[src/rtl/addsub_pkg.sv]
// Shared defaults and stage-count helper for the chunked pipelined adder/subtractor.
package addsub_pkg;
  localparam int N_DEF = 16;
  localparam int K_DEF = 4;

  function automatic int calc_stages(input int n, input int k);
    return (k > 0) ? n / k : 1;
  endfunction
endpackage

[src/rtl/addsub_chunk.sv]
// Combinational K-bit chunk adder: sum, carry-out and carry into the chunk MSB.
module addsub_chunk #(
  parameter int K = 4
) (
  input  logic [K-1:0] a_i,
  input  logic [K-1:0] b_i,
  input  logic         ci_i,
  output logic [K-1:0] s_o,
  output logic         co_o,
  output logic         cmsb_o
);
  logic [K:0] t;

  assign t      = {1'b0, a_i} + {1'b0, b_i} + {{K{1'b0}}, ci_i};
  assign s_o    = t[K-1:0];
  assign co_o   = t[K];
  // sum bit = a ^ b ^ carry-in, so the carry into the MSB falls out by xor
  assign cmsb_o = a_i[K-1] ^ b_i[K-1] ^ t[K-1];
endmodule

[src/rtl/pipe_addsub.sv]
// N-bit add/sub pipelined K bits per stage; operands travel skewed, sums deskewed,
// so one beat per cycle emerges aligned after S = N/K cycles.
module pipe_addsub
  import addsub_pkg::*;
#(
  parameter int N = N_DEF,
  parameter int K = K_DEF
) (
  input  logic         clk,
  input  logic         rst_n,
  input  logic         in_valid,
  output logic         in_ready,
  input  logic [N-1:0] a,
  input  logic [N-1:0] b,
  input  logic         cin,
  input  logic         sub,
  output logic         out_valid,
  input  logic         out_ready,
  output logic [N-1:0] sum,
  output logic         cout,
  output logic         ovf
);
  localparam int S = calc_stages(N, K);

  if (K < 1) begin : g_bad_k
    $error("pipe_addsub: K must be >= 1");
  end else if (N % K != 0) begin : g_bad_nk
    $error("pipe_addsub: N must be a multiple of K");
  end

  logic [S-1:0]        vld_pipe_q;
  logic [S-1:0][N-1:0] a_q, b_q, sum_q;
  logic [S-1:0]        c_q;
  logic                ovf_q;

  logic [S-1:0][N-1:0] a_in, b_in, s_in, s_d;
  logic [S-1:0]        c_in;
  logic [S-1:0][K-1:0] ch_s;
  logic [S-1:0]        ch_co, ch_cm;
  logic                stall;

  assign stall     = vld_pipe_q[S-1] && !out_ready;
  assign in_ready  = !rst_n || !stall;
  assign out_valid = vld_pipe_q[S-1];
  assign sum       = sum_q[S-1];
  assign cout      = c_q[S-1];
  assign ovf       = ovf_q;

  // subtraction folds into the adder as a + ~b + 1
  always_comb begin
    a_in[0] = a;
    b_in[0] = sub ? ~b : b;
    c_in[0] = sub ? 1'b1 : cin;
    s_in[0] = '0;
    for (int j = 1; j < S; j++) begin
      a_in[j] = a_q[j-1];
      b_in[j] = b_q[j-1];
      c_in[j] = c_q[j-1];
      s_in[j] = sum_q[j-1];
    end
    for (int j = 0; j < S; j++) begin
      s_d[j]          = s_in[j];
      s_d[j][j*K +: K] = ch_s[j];
    end
  end

  for (genvar j = 0; j < S; j++) begin : g_stage
    addsub_chunk #(.K(K)) u_chunk (
      .a_i    (a_in[j][j*K +: K]),
      .b_i    (b_in[j][j*K +: K]),
      .ci_i   (c_in[j]),
      .s_o    (ch_s[j]),
      .co_o   (ch_co[j]),
      .cmsb_o (ch_cm[j])
    );
  end

  always_ff @(posedge clk) begin
    if (!rst_n) begin
      vld_pipe_q <= '0;
      a_q        <= '0;
      b_q        <= '0;
      sum_q      <= '0;
      c_q        <= '0;
      ovf_q      <= 1'b0;
    end else if (!stall) begin
      vld_pipe_q[0] <= in_valid;
      for (int j = 1; j < S; j++) vld_pipe_q[j] <= vld_pipe_q[j-1];
      a_q   <= a_in;
      b_q   <= b_in;
      sum_q <= s_d;
      c_q   <= ch_co;
      ovf_q <= ch_cm[S-1] ^ ch_co[S-1];
    end
  end

  // last-stage operand copies and inner-chunk MSB carries have no consumer
  logic unused_bits;
  assign unused_bits = ^{a_q[S-1], b_q[S-1], ch_cm};
endmodule

[config.mk]
export PLATFORM = sky130hd
export DESIGN_NAME = pipe_addsub
export DESIGN_NICKNAME = d
export VERILOG_FILES = /design/src/rtl/addsub_pkg.sv /design/src/rtl/addsub_chunk.sv /design/src/rtl/pipe_addsub.sv
export SDC_FILE = /design/constraint.sdc
export NUM_CORES = 1
export LEC_CHECK = 0
export CAP_MARGIN = 20
export CORE_MARGIN = 3
export CORE_UTILIZATION = 55
export DETAILED_ROUTE_END_ITERATION = 6
export HOLD_SLACK_MARGIN = 0.15
export PLACE_DENSITY = 0.76
export SYNTH_ARGS = -nofsm -noshare
export SYNTH_HDL_FRONTEND = slang
export SYNTH_HIERARCHICAL = 1
export SYNTH_SLANG_ARGS = --single-unit
[constraint.sdc]
create_clock -name clk -period 2.5 [get_ports clk]
set_clock_uncertainty 0.1 [all_clocks]
set_input_delay 0.5 -clock clk [delete_from_list [all_inputs] [get_ports clk]]
set_output_delay 0.5 -clock clk [all_outputs]
set_load 0.01 [all_outputs]
==> results.sh <==
export IMPL_outcome="finished clean"
export IMPL_firstDrtPassIters=4
export IMPL_area_growth_synth_to_final_pct=17.4
export IMPL_power_share_sequential=0.578
export IMPL_post_dp_hpwl_mm=5.19
export IMPL_setup_total_negative_slack_ns=0
export IMPL_cts_made_buffers=9
export IMPL_utilization=0.679
export IMPL_final_number_of_hold_violating_endpoints=0
export IMPL_startpoint_types="input pin"
export IMPL_seq_area_frac_synth=0.453
export IMPL_critical_path_top_cell_by_count="sky130_fd_sc_hd__clkdlybuf4s50_1"
export IMPL_place_detailed_instances=626
export IMPL_yosys_register_bits=97
export IMPL_min_period_over_period=0.949
export IMPL_slew_violations=0
export IMPL_die_boundary_width_um=94.3
export IMPL_ctsRootBufferMaster="sky130_fd_sc_hd__clkbuf_8"
export IMPL_holdBufCountCts=0
export IMPL_area_of_the_placeable_core_um2=7410
export IMPL_cts_tree="built"
export IMPL_drt_iter0_drc=125
export IMPL_max_slew_headroom=0.447
export IMPL_cpMaxStageDelayCell="sky130_fd_sc_hd__clkdlybuf4s50_1"
export IMPL_clock_insertion_delay_at_the_later_pin_of_the_skew_report_ns=0.35
export IMPL_post_route_drc_count=0
export IMPL_antenna_violations_before_repair=0
export IMPL_via_count=3178
export IMPL_syn_inst=495
export IMPL_post_cts_setup_buffers=0
export IMPL_leakage_power_of_the_design_nw=1.98
export IMPL_clock_path_buffers=2
export IMPL_post_layout_nonfiller_instances=641
export IMPL_synth_lib_cells_used_distinct=22
export IMPL_routed_wire_length_per_instance_um=12.1
export IMPL_worstPathCellList="clkdlybuf4s50_1 > and2b_2 > nand2_1 > clkdlybuf4s50_1"
export IMPL_totalWireLength_mm=7.75
export IMPL_slew_at_the_pin_closest_to_its_max_slew_limit_ns=0.829
export IMPL_largest_net_degree_at_the_start_of_global_routing=98
export IMPL_final_layout_size_suffix_gt1_frac=0.0664
export IMPL_power_combinational_fraction=0.131
export IMPL_clock_power_share=0.292
export IMPL_buffer_ports_inserted=57
export IMPL_viasPerCell=4.96
export IMPL_grt_overflow_total=0
export IMPL_vdd_ir_drop_max_v=0.000335
export IMPL_htreeDepth=3
export IMPL_chipHeight_um=94.3
export IMPL_ctsResizeCount=0
export IMPL_critPathRequiredTime_ns=1.90
export IMPL_critical_path_max_fanout=2
export IMPL_gr_usage_all_layers=0.183
export IMPL_path_delay_family="buffers and inverters"
export IMPL_die_area_um2=8880
export IMPL_grt_pass1_wl_mm=12.9
export IMPL_num_nets_final=596
export IMPL_initial_utilization=0.578
export IMPL_p_int_mw=2.21
export IMPL_power_share_switching=0.250
export IMPL_switching_power_uw=734
export IMPL_antenna_cells=0
export IMPL_largest_stage_delay_on_the_critical_path_ns=0.52
export IMPL_path_class="input pin to output port"
export IMPL_cap_viol_max_count=0
export IMPL_path_buf_inv=2
export IMPL_finish_instance_area_um2=5030
export IMPL_first_global_vias=2896
export IMPL_synth_yosys_warnings=6
export IMPL_post_synth_cell_area_avg_um2=8.65
export IMPL_final_cell_mix="171 x sky130_fd_sc_hd__nand2_1, 97 x sky130_fd_sc_hd__dfxtp_1, 56 x sky130_fd_sc_hd__clkdlybuf4s50_1, 41 x sky130_fd_sc_hd__a21boi_1, 33 x sky130_fd_sc_hd__a21boi_0"
export IMPL_placement_cell_area_um2=4870
export IMPL_timing_fmax_mhz=421
export IMPL_synthesis_area_um2=4280
export IMPL_synth_net_count=553
export IMPL_cp_data_arrival_time_ns=1.77
export IMPL_globalplace_congestion=0.778
export IMPL_period_needed_ns=2.37
export IMPL_end_kind="output port"
export IMPL_mostFrequentLayoutCell="sky130_fd_sc_hd__nand2_1"
export IMPL_hp_class="flip-flop to flip-flop"
export IMPL_numClockSinks=97
export IMPL_path_clk_slew_ns=0.08
export IMPL_setup_violations_final=0
export IMPL_io_pins=58
export IMPL_rows=31
export IMPL_antenna_violating_nets_post_route=0
export IMPL_power_per_cell_area_nw_per_um2=585
export IMPL_grt_setup_unrepaired="false"
==> tightest hold or removal path, stage by stage (launching register included) <==
cell and delay, ns:
sky130_fd_sc_hd__dfxtp_1 0.31, sky130_fd_sc_hd__nand2_1 0.05, sky130_fd_sc_hd__a21boi_1 0.05
==> registers in the layout, summed over array words and instances (netlist names) <==
signal,count
ovf,1
s_d,24
sum,16
vld_pipe_q,4
c_q,4
a_in,24
b_in,24
==> area by class of cell <==
| type | count | area [um2] |
|---|---|---|
| Fill cell | 619 | 2380 |
| Multi-Input combinational cell | 349 | 2100 |
| Sequential cell | 97 | 1940 |
| Timing Repair Buffer | 65 | 638 |
| Clock buffer | 9 | 124 |
| Tap cell | 99 | 124 |
| Inverter | 16 | 60.1 |
| Clock inverter | 6 | 36.3 |
==> cells in the mapped netlist (all sizes together) <==
cell type    n  share of area
nor2b        4         0.0058
o21ai       17          0.020
buf         25          0.037
or2          1         0.0015
nand2b       5         0.0073
xor2         8          0.016
dfxtp       97           0.45
inv         16          0.014
clkbuf       8         0.0070
o21a         1         0.0018
fa           8          0.037
a21oi       17          0.020
and2b        1         0.0018
nand2      171           0.15
a21boi      83           0.15
nand3        4         0.0047
xnor2       17          0.035
ha          12          0.035
==> kinds of logic (layout without fill, tap and decap cells) <==
| logic type | Yosys count | count (layout) | share of synthesized area |
|---|---|---|---|
| XOR/XNOR | 25 | 25 | 0.0511 |
| buffers and inverters | 49 | 96 | 0.0575 |
| AO/OA/AOI/OAI | 118 | 118 | 0.195 |
| AND/OR/NAND/NOR | 186 | 186 | 0.171 |
| flip-flops | 97 | 97 | 0.453 |
| adder cells (fa/ha/maj) | 20 | 20 | 0.0724 |
==> power by group through the flow <==
stage	registers (mW)	clock network, mW	logic [mW]
final	1.70	0.858	0.385
after global routing	1.71	0.946	0.434
after CTS	1.70	0.891	0.389
after detailed placement	1.74	0	0.384
after global placement	1.73	0	0.373
after floorplan	1.73	0	0.246
==> metal layers <==
metal,vias up,global-route usage,share of wire
met1,1438,0.245,0.48
li1,1672,-,-
met3,11,0.0304,0.038
met5,-,0,0
met2,57,0.294,0.47
met4,0,0.0722,0.014
==> worst paths after layout <==
kind                                 from  endpoint  slack [ns]  depth (start not counted)
worst max-delay path            out_ready  in_ready        0.13                          4
worst max register to register   a_in[60]       ovf        0.50                          8
worst min register to register     sum[6]    sum[6]        0.35                          2
worst min-delay path               sum[6]    sum[6]        0.35                          2
==> per-stage QoR <==
stage               setup WS (ns)  hold slack [ns]  total power [mW]
global route               0.0742            0.367              3.09
CTS                         0.117            0.354              2.98
global placement          -0.0931            0.335              2.11
detailed placement         -0.153            0.343              2.12
finish                      0.127            0.349              2.94
floorplan                   0.146            0.331              1.97
Power figures use the tool's default switching activity.
